<file path="src/rtl/imem_pkg.sv">
// Shared fault codes and address decode for the instruction memory fetch and load paths.
package imem_pkg;

  typedef enum logic [1:0] {
    FAULT_OK       = 2'b00,
    FAULT_RANGE    = 2'b01,
    FAULT_MISALIGN = 2'b10
  } fault_e;

  function automatic logic [63:0] addr_index(input logic [63:0] addr, input bit byte_addr);
    return byte_addr ? (addr >> 2) : addr;
  endfunction

  // The full-width index is compared so oversized addresses never alias into the array.
  function automatic fault_e addr_fault(input logic [63:0] addr, input logic [63:0] depth,
                                        input bit byte_addr);
    if (byte_addr && (addr[1:0] != 2'b00)) return FAULT_MISALIGN;
    if (addr_index(addr, byte_addr) >= depth) return FAULT_RANGE;
    return FAULT_OK;
  endfunction

endpackage

</file>
<file path="src/rtl/imem_fetch_unit_if.sv">
// Fetch request/response handshake between the PC stage (master) and the instruction memory (slave).
interface imem_fetch_unit_if #(
  parameter int DATA_W = 32,
  parameter int ADDR_W = 32
) ();
  logic              req_valid;
  logic              req_ready;
  logic [ADDR_W-1:0] req_addr;
  logic              rsp_valid;
  logic              rsp_ready;
  logic [DATA_W-1:0] rsp_instr;
  logic [1:0]        rsp_fault;

  modport master (output req_valid, req_addr, rsp_ready,
                  input  req_ready, rsp_valid, rsp_instr, rsp_fault);
  modport slave  (input  req_valid, req_addr, rsp_ready,
                  output req_ready, rsp_valid, rsp_instr, rsp_fault);
endinterface

</file>
<file path="src/rtl/imem_array.sv">
// DEPTH x DATA_W synchronous RAM, one read and one write port, read-before-write on collision.
module imem_array #(
  parameter int                DATA_W   = 32,
  parameter int                DEPTH    = 16,
  parameter logic [DATA_W-1:0] NOP_WORD = '0,
  localparam int               IDX_W    = $clog2(DEPTH)
) (
  input  logic              clk,
  input  logic              rd_en,
  input  logic [IDX_W-1:0]  rd_idx,
  output logic [DATA_W-1:0] rd_data,
  input  logic              wr_en,
  input  logic [IDX_W-1:0]  wr_idx,
  input  logic [DATA_W-1:0] wr_data
);
  logic [DATA_W-1:0] mem_q [DEPTH] = '{default: NOP_WORD};
  logic [DATA_W-1:0] rd_data_q;

  // Both ports update with non-blocking writes, so a same-index read sees the old word.
  always_ff @(posedge clk) begin
    if (rd_en) rd_data_q <= mem_q[rd_idx];
    if (wr_en) mem_q[wr_idx] <= wr_data;
  end

  assign rd_data = rd_data_q;
endmodule

</file>
<file path="src/rtl/imem_fetch_unit.sv">
// Instruction memory with a single-stage registered fetch port, fault reporting and a program-load port.
module imem_fetch_unit
  import imem_pkg::*;
#(
  parameter int                DATA_W    = 32,
  parameter int                DEPTH     = 16,
  parameter int                ADDR_W    = 32,
  parameter int                BYTE_ADDR = 1,
  parameter logic [DATA_W-1:0] NOP_WORD  = '0
) (
  input  logic               clk,
  input  logic               rst_n,
  input  logic               flush,
  imem_fetch_unit_if.slave   fetch_if,
  input  logic               load_en,
  input  logic [ADDR_W-1:0]  load_addr,
  input  logic [DATA_W-1:0]  load_data,
  output logic               load_err,
  output logic [15:0]        fetch_cnt
);
  localparam int IDX_W = $clog2(DEPTH);

  fault_e            req_fault, load_fault;
  logic [IDX_W-1:0]  req_idx, load_idx;
  logic              accept;
  logic [DATA_W-1:0] ram_rdata;

  logic   rsp_valid_q, rsp_valid_d;
  fault_e fault_q, fault_d;
  logic   nop_q, nop_d;
  logic   load_err_q, load_err_d;
  logic [15:0] cnt_q, cnt_d;

  assign req_fault  = addr_fault(64'(fetch_if.req_addr), 64'(DEPTH), BYTE_ADDR != 0);
  assign load_fault = addr_fault(64'(load_addr), 64'(DEPTH), BYTE_ADDR != 0);
  assign req_idx    = IDX_W'(addr_index(64'(fetch_if.req_addr), BYTE_ADDR != 0));
  assign load_idx   = IDX_W'(addr_index(64'(load_addr), BYTE_ADDR != 0));

  assign fetch_if.req_ready = !flush && (!rsp_valid_q || fetch_if.rsp_ready);
  assign accept             = fetch_if.req_valid && fetch_if.req_ready;

  always_comb begin
    rsp_valid_d = rsp_valid_q;
    fault_d     = fault_q;
    nop_d       = nop_q;
    cnt_d       = cnt_q;
    load_err_d  = load_en && (load_fault != FAULT_OK);
    if (accept) begin
      rsp_valid_d = 1'b1;
      fault_d     = req_fault;
      nop_d       = (req_fault != FAULT_OK);
      if (cnt_q != 16'hFFFF) cnt_d = cnt_q + 16'd1;
    end else if (flush || fetch_if.rsp_ready) begin
      rsp_valid_d = 1'b0;
    end
  end

  // nop_q resets high so the instruction output reads NOP_WORD out of reset.
  always_ff @(posedge clk or negedge rst_n) begin
    if (!rst_n) begin
      rsp_valid_q <= 1'b0;
      fault_q     <= FAULT_OK;
      nop_q       <= 1'b1;
      load_err_q  <= 1'b0;
      cnt_q       <= '0;
    end else begin
      rsp_valid_q <= rsp_valid_d;
      fault_q     <= fault_d;
      nop_q       <= nop_d;
      load_err_q  <= load_err_d;
      cnt_q       <= cnt_d;
    end
  end

  imem_array #(
    .DATA_W  (DATA_W),
    .DEPTH   (DEPTH),
    .NOP_WORD(NOP_WORD)
  ) u_array (
    .clk    (clk),
    .rd_en  (accept),
    .rd_idx (req_idx),
    .rd_data(ram_rdata),
    .wr_en  (load_en && (load_fault == FAULT_OK)),
    .wr_idx (load_idx),
    .wr_data(load_data)
  );

  assign fetch_if.rsp_valid = rsp_valid_q;
  assign fetch_if.rsp_instr = nop_q ? NOP_WORD : ram_rdata;
  assign fetch_if.rsp_fault = fault_q;
  assign load_err           = load_err_q;
  assign fetch_cnt          = cnt_q;
endmodule
</file>
<file path="src/flat_wrapper.sv">
// flat-port wrapper written by rule: the top's interface ports become plain ports
module imem_fetch_unit_flat import imem_pkg::*;
#(
  parameter int                DATA_W    = 32,
  parameter int                DEPTH     = 16,
  parameter int                ADDR_W    = 32,
  parameter int                BYTE_ADDR = 1,
  parameter logic [DATA_W-1:0] NOP_WORD  = '0
)
  (clk, rst_n, flush, load_en, load_addr, load_data, load_err, fetch_cnt, fetch_if_req_valid, fetch_if_req_addr, fetch_if_rsp_ready, fetch_if_req_ready, fetch_if_rsp_valid, fetch_if_rsp_instr, fetch_if_rsp_fault);
  imem_fetch_unit_if #(.DATA_W(DATA_W), .ADDR_W(ADDR_W)) fetch_if_i ();
  input  logic clk;
  input  logic rst_n;
  input  logic flush;
  input  logic load_en;
  input  logic [ADDR_W-1:0] load_addr;
  input  logic [DATA_W-1:0] load_data;
  output logic load_err;
  output logic [15:0] fetch_cnt;
  input wire logic [$bits(fetch_if_i.req_valid)-1:0] fetch_if_req_valid;
  input wire logic [$bits(fetch_if_i.req_addr)-1:0] fetch_if_req_addr;
  input wire logic [$bits(fetch_if_i.rsp_ready)-1:0] fetch_if_rsp_ready;
  output wire logic [$bits(fetch_if_i.req_ready)-1:0] fetch_if_req_ready;
  output wire logic [$bits(fetch_if_i.rsp_valid)-1:0] fetch_if_rsp_valid;
  output wire logic [$bits(fetch_if_i.rsp_instr)-1:0] fetch_if_rsp_instr;
  output wire logic [$bits(fetch_if_i.rsp_fault)-1:0] fetch_if_rsp_fault;
  assign fetch_if_i.req_valid = fetch_if_req_valid;
  assign fetch_if_i.req_addr = fetch_if_req_addr;
  assign fetch_if_i.rsp_ready = fetch_if_rsp_ready;
  assign fetch_if_req_ready = fetch_if_i.req_ready;
  assign fetch_if_rsp_valid = fetch_if_i.rsp_valid;
  assign fetch_if_rsp_instr = fetch_if_i.rsp_instr;
  assign fetch_if_rsp_fault = fetch_if_i.rsp_fault;
  imem_fetch_unit #(.DATA_W(DATA_W), .DEPTH(DEPTH), .ADDR_W(ADDR_W), .BYTE_ADDR(BYTE_ADDR), .NOP_WORD(NOP_WORD)) u_core (.clk(clk), .rst_n(rst_n), .flush(flush), .fetch_if(fetch_if_i), .load_en(load_en), .load_addr(load_addr), .load_data(load_data), .load_err(load_err), .fetch_cnt(fetch_cnt));
endmodule
</file>
<file path="config.mk">
export PLATFORM = sky130hd
export DESIGN_NAME = imem_fetch_unit_flat
export DESIGN_NICKNAME = d
export VERILOG_FILES = /design/src/rtl/imem_pkg.sv /design/src/rtl/imem_fetch_unit_if.sv /design/src/rtl/imem_array.sv /design/src/rtl/imem_fetch_unit.sv /design/src/flat_wrapper.sv
export SDC_FILE = /design/constraint.sdc
export NUM_CORES = 1
export LEC_CHECK = 0
export BUFFER_PORTS_ARGS = -buffer_cell sky130_fd_sc_hd__buf_2
export CAP_MARGIN = 20
export CORE_MARGIN = 2
export CORE_UTILIZATION = 32
export CTS_BUF_LIST = sky130_fd_sc_hd__clkbuf_4 sky130_fd_sc_hd__clkbuf_8
export DETAILED_ROUTE_END_ITERATION = 8
export GPL_ROUTABILITY_DRIVEN = 0
export PLACE_DENSITY = 0.45
export SYNTH_ARGS = -nofsm -noshare
export SYNTH_HDL_FRONTEND = slang
export SYNTH_SLANG_ARGS = --single-unit
</file>
<file path="constraint.sdc">
create_clock -name clk -period 1.83 [get_ports clk]
set_input_delay 0.0915 -clock clk [delete_from_list [all_inputs] [get_ports clk]]
set_output_delay 0.0915 -clock clk [all_outputs]
set_load 0.01 [all_outputs]
</file>
After elaboration in Yosys (flattened, before gate mapping)
Memory sizes are Yosys's and may differ from the RTL's. A register that Yosys moved wholly into a read port is not among the register bits. Index checks and enable logic that the tools add are counted.

Memories kept: 1. Bits in latches: 0. Word-level logic and storage cells: 44. RAM bits: 512. Register bits after elaboration: 21. Input port bits: 102. ROM bits: 0.

Multipliers: 0. Shift operators: 0. Divide/modulo/power cells: 0. Bitwise operators: 0. Eq/ne operators: 1. $lt $le $gt $ge: 2. Muxes and demuxes: 19. Add/subtract/negate cells: 1. Reduce and logical (&&, ||, !) cells: 15.

Memories: u_core.u_array.mem_q (words 16, width 32, read ports 1, clocked after Yosys merged registers in 1, write ports 1, RTL line imem_array.sv:16) `logic [DATA_W-1:0] mem_q [DEPTH] = '{default: NOP_WORD};`.

Operator list (count): 30-bit by 5-bit greater-or-equal comparator with 1-bit output, second input constant (2); 32-bit two-way mux (1); 16-bit by 1-bit adder with 16-bit output, second input constant (1); 2-bit two-way mux (8); 16-bit inequality test, second input constant (1); 1-bit two-way mux (10); 2-bit nonzero test (5); 1-bit logical AND (4); 1-bit zero test (2); 2-bit zero test (1); 1-bit logical OR (2); 2-bit AND reduction (1).

Longest topological paths before layout
Depth in word-level cells: 9. Depth in mapped cells: 5. Mapped depth without buffers: 5.

By module
Synthesis repeated with hierarchy kept, for this count alone.

Cells, all modules: 994. Area, all modules: 21609.5 um^2.

By module, submodules not included: imem_array (sequential area each 16335.7 um^2, cells each 838, instances 1, area each 20174.3 um^2); imem_fetch_unit (sequential area each 526.8 um^2, cells each 156, instances 1, area each 1435.1 um^2).

Worst setup path before layout
OpenSTA, ideal clock, no wires.

Path type: input to register. Start: input load_addr[8]. End: memory u_core.u_array.mem_q[4][0] (enable). Cell stages on the path: 4. Data arrival time: 4.149 ns. Required time: 1.317 ns. Library setup time: 0.513 ns. Slack: -2.832 ns. Buffers on the path: 0. Cells stage by stage: nor4_1 -> nand4_1 -> or2_1 -> nor4b_1.

Word-level cells in the longest chain between the ends: 9. Elaborated cells between the ends (all ways): 10. Those cells by class: order compare (1); mux (7); reduce/logical (2).

RTL lines: start, declared (RTL line flat_wrapper.sv:16) `input logic [ADDR_W-1:0] load_addr;`; 30-bit by 5-bit greater-or-equal comparator with 1-bit output * (RTL line imem_pkg.sv:18) `if (addr_index(addr, byte_addr) >= depth) return FAULT_RANGE;`; 1-bit two-way mux (2 in a row) (RTL line imem_pkg.sv:18); 2-bit two-way mux * (RTL line imem_pkg.sv:19) `return FAULT_OK;`; 2-bit two-way mux * (RTL line imem_pkg.sv:18); 2-bit zero test * (RTL line imem_fetch_unit.sv:84) `.wr_en (load_en && (load_fault == FAULT_OK)),`; 1-bit logical AND * (RTL line imem_fetch_unit.sv:84); 1-bit two-way mux * (RTL line imem_array.sv:22) `if (wr_en) mem_q[wr_idx] <= wr_data;`; 1-bit two-way mux (implied by the code) * (RTL line imem_array.sv:22); end, declared (RTL line imem_array.sv:16).

Mark *: on every way between the ends. The rest lies on a longest branch, timed or not. The select of a mux whose other input is x is not followed.

Worst setup path in the final report
Start: register u_core.nop_q. End: output fetch_if_rsp_instr[8].

Word-level cells in the longest chain between the ends: 1.

RTL lines: start, declared (RTL line imem_fetch_unit.sv:30) `logic nop_q, nop_d;`; start signal, assigned (RTL line imem_fetch_unit.sv:69) `nop_q <= nop_d;`; 32-bit two-way mux (RTL line imem_fetch_unit.sv:90) `assign fetch_if.rsp_instr = nop_q ? NOP_WORD : ram_rdata;`; end, declared (RTL line flat_wrapper.sv:25) `output wire logic [$bits(fetch_if_i.rsp_instr)-1:0] fetch_if_rsp_instr;`.

No other way between the ends.

==> results.json <==
{
  "hold_wc_startpoint": "load_addr[2]",
  "antenna_violations_before_repair": 4,
  "worst-endpoint-arrival_ps": 1690,
  "io_pins": 155,
  "number_of_flops_mapped_to_enable_cells_by_yosys": 544,
  "final_period_minus_worst_setup_slack_ps": 1780,
  "report.power.total_w": 0.02674,
  "crit_path_top_delay_cell": "sky130_fd_sc_hd__dfstp_2",
  "synth.lib_cells_used.distinct": 39,
  "postCtsSetupRepairBufs": 0,
  "hold_path_depth": 3,
  "yosys-top-cells-count": "544 x sky130_fd_sc_hd__edfxtp_1, 128 x sky130_fd_sc_hd__mux4_2, 64 x sky130_fd_sc_hd__a22oi_1",
  "final_max_slew_viol_count": 0,
  "synthesized_netlist_cell_count": 988,
  "grt_setup_unrepaired": "true",
  "synth.ff_latch_count": 565,
  "reg2regPathDepth": 6,
  "yosysTopAreaCell": "sky130_fd_sc_hd__edfxtp_1",
  "cts.htree.levels": 3,
  "power-per-cell-area_mw_per_mm2": 989.8,
  "final.hold.worst_slack_ps": 89.65,
  "yosysSeqAreaShare": 0.7822,
  "critical_path_class": "reg -> out",
  "final.setup.tns_ps": 0,
  "initial_utilization": 0.3221,
  "numPortBuffers": 154,
  "timing.hold.worst_endpoint": "u_core.u_array.mem_q[12][15]",
  "top_area_cell_type_share_of_the_netlist_area": 0.7577,
  "tritoncts.num_buffers": 94,
  "final_layout_size_suffix_gt1_frac": 0.3947,
  "clk_transition_reported_paths_ps": 60,
  "critPathCaptureType": "output pin",
  "worst-path-max-fanout": 19,
  "gr-total-overflow": 0,
  "numClockSinks": 565,
  "synth.net_count": 1091,
  "floorplan.die_area_mm2": 0.06946,
  "outcome": "finished, final reports clean",
  "ys_warn_count": 0,
  "worst_slew_margin_rel": 0.5647,
  "die_h_um": 263.6,
  "routed_wire_length_um": 53820,
  "dieWidth_um": 263.6,
  "fin_area_mm2": 0.02701,
  "synth_top_cells_by_area": "sky130_fd_sc_hd__edfxtp_1 76%, sky130_fd_sc_hd__mux4_2 13%, sky130_fd_sc_hd__dfrtp_1 2.3%, sky130_fd_sc_hd__a22oi_1 2.2%, sky130_fd_sc_hd__nor2b_1 1.0%",
  "fin_crit_sh": 0.9726,
  "worst-path-stages": 3,
  "dp_hpwl_um": 34450,
  "cts_buffer_depth": 3,
  "grt_use_total": 0.1572,
  "max_slew.worst_pin.slew_ps": 651.6,
  "critical_path.top_delay_family": "flip-flops",
  "detail-route-antenna-nets": 0,
  "final_setup_viols": 0,
  "crit-reg2reg-capture": "u_core.fetch_if.rsp_fault[0]",
  "timing.clock.skew_ps": 36.44,
  "syn_to_final_growth_pct": 25.31,
  "detail_route.iter0.violations": 687,
  "grt_start_max_net_pins": 33,
  "dpl_cell_area_mm2": 0.02468,
  "r2r_setup_slack_ps": 110,
  "drv.max_cap_violation_count": 0,
  "yosys_most_used_dff": "sky130_fd_sc_hd__edfxtp_1",
  "worstPathCellList": "buf_12, nor2b_1, buf_2",
  "cts_tree": "built",
  "report.final.hold_viol_count": 0,
  "syn-cell-area_mm2": 0.02156,
  "overall_via_count_from_detail_route": 10978,
  "floorplan.core_area_mm2": 0.06692,
  "routed_via_density": 4.823,
  "synth_most_common_cell": "sky130_fd_sc_hd__edfxtp_1",
  "hold_path.class": "in -> reg",
  "grt_pass1_wl_um": 80050,
  "n_fill_cell": 6039,
  "mean_instance_size_in_the_synthesized_netlist_um2": 21.82,
  "clk_latency_ps": 690,
  "r2r-start": "u_core.fetch_if.rsp_valid",
  "critical_path.n_buffers_inverters": 2,
  "final_nets": 1428,
  "leakagePower_nw": 9.125,
  "vdd_drop_max_mv": 0.4939,
  "achievable-frequency_mhz": 561.9,
  "wl_per_cell_um": 23.65,
  "synthArstFlopShare": 0.03717,
  "timing.critical_path.slowest_cell_delay_ps": 570,
  "setup.worst_path.start_class": "register",
  "clock_tree_root": "sky130_fd_sc_hd__clkbuf_8",
  "drt-pass1-iter-count": 4,
  "fp-row-count": 95,
  "critPathRequiredTime_ps": 1740,
  "drcViolationCount": 0,
  "vias_in_the_first_global_route": 12022
}
==> final cells by class <==
cell class              count  area [um^2]  share of cell area
diodes                      2        5.005           0.0001853
clock buffers             130         1570             0.05813
clock inverters            42        246.5            0.009124
inverters                   2        7.507           0.0002779
multi-input cells         374         4771              0.1766
flip-flops and latches    565        16860              0.6242
well taps                 873         1092             0.04043
repair buffers            288         2460             0.09106
==> where the power goes <==
group	switching, W	internal, W	total (W)
Clock	0.00499	0.00572	0.0107
Combinational	0.000884	0.000756	0.00164
Sequential	0.0000835	0.0143	0.0144
Total	0.00595	0.0208	0.0267
==> stage by stage <==
step                setup WS, ps  cells  utilization
finish                     50.18   2276       0.4037
global route              -59.61   2276       0.4037
detailed placement        -316.9   2055       0.3688
floorplan                 -682.9    988            -
global placement          -330.1   2055       0.3688
CTS                       -66.45   2273       0.4030
==> worst reg2reg max path, delay by kind of cell, from the launching register on <==
family / cells / cell delay [ps]
buffers and inverters: 2 / 760
and+or+nand+nor: 3 / 500
DFF: 1 / 350
AOI/OAI and AO/OA: 1 / 40
==> how the worst max path moves through the flow <==
stage	slack, ps	endpoint	startpoint
after floorplan	-680	u_core.u_array.mem_q[12][0]	load_addr[15]
after global placement	-330	u_core.u_array.mem_q[0][8]	load_addr[12]
after detailed placement	-320	u_core.u_array.mem_q[2][13]	load_addr[8]
after CTS	-70	fetch_if_rsp_instr[23]	u_core.nop_q
after global routing	-60	fetch_if_rsp_instr[12]	u_core.nop_q
final	50	fetch_if_rsp_instr[8]	u_core.nop_q
==> layer usage <==
metal | part of all wire | up-vias | GRT usage
met5 | 0.00013 | - | 0
met4 | 0.018 | 2 | 0.04618
met3 | 0.038 | 75 | 0.02741
met2 | 0.50 | 220 | 0.2648
met1 | 0.44 | 5815 | 0.2087
li1 | - | 4866 | -
==> placed cells by master (no fill, tap or decap), types with 31 or more instances in the layout <==
cell type	n
sky130_fd_sc_hd__buf_12	42
sky130_fd_sc_hd__buf_2	152
sky130_fd_sc_hd__nand2_1	38
sky130_fd_sc_hd__buf_4	44
sky130_fd_sc_hd__edfxtp_1	544
sky130_fd_sc_hd__mux4_2	128
sky130_fd_sc_hd__nor2b_1	33
sky130_fd_sc_hd__dlygate4sd3_1	46
sky130_fd_sc_hd__clkbuf_8	96
sky130_fd_sc_hd__clkbuf_4	35
sky130_fd_sc_hd__a22oi_1	64
sky130_fd_sc_hd__clkinv_1	31
==> timing repair <==
item                                    CTS  global route
gates resized for setup                   4             2
endpoints found under the setup margin   32            33
pin swaps                                 0             0
hold buffers                             46             0
hold endpoints to repair                547             0
==> state kept, by name (all words and copies together), names as in the netlist <==
name	flops
u_core.fetch_if.rsp_valid	1
u_core.u_array.rd_data	32
u_core.nop_q	1
u_core.u_array.mem_q	512
u_core.load_err	1
u_core.fetch_cnt	16
u_core.fetch_if.rsp_fault	2
==> kinds of logic after synthesis <==
logic type / Yosys count / synth area share
fa+ha+maj: 1 / 0.0005803
mux: 129 / 0.1342
flops: 565 / 0.7822
xor+xnor: 15 / 0.006094
compound gates: 66 / 0.02292
buf+inv: 49 / 0.01062
simple gates: 163 / 0.04335
No activity file was read; power rests on OpenSTA's default activity.
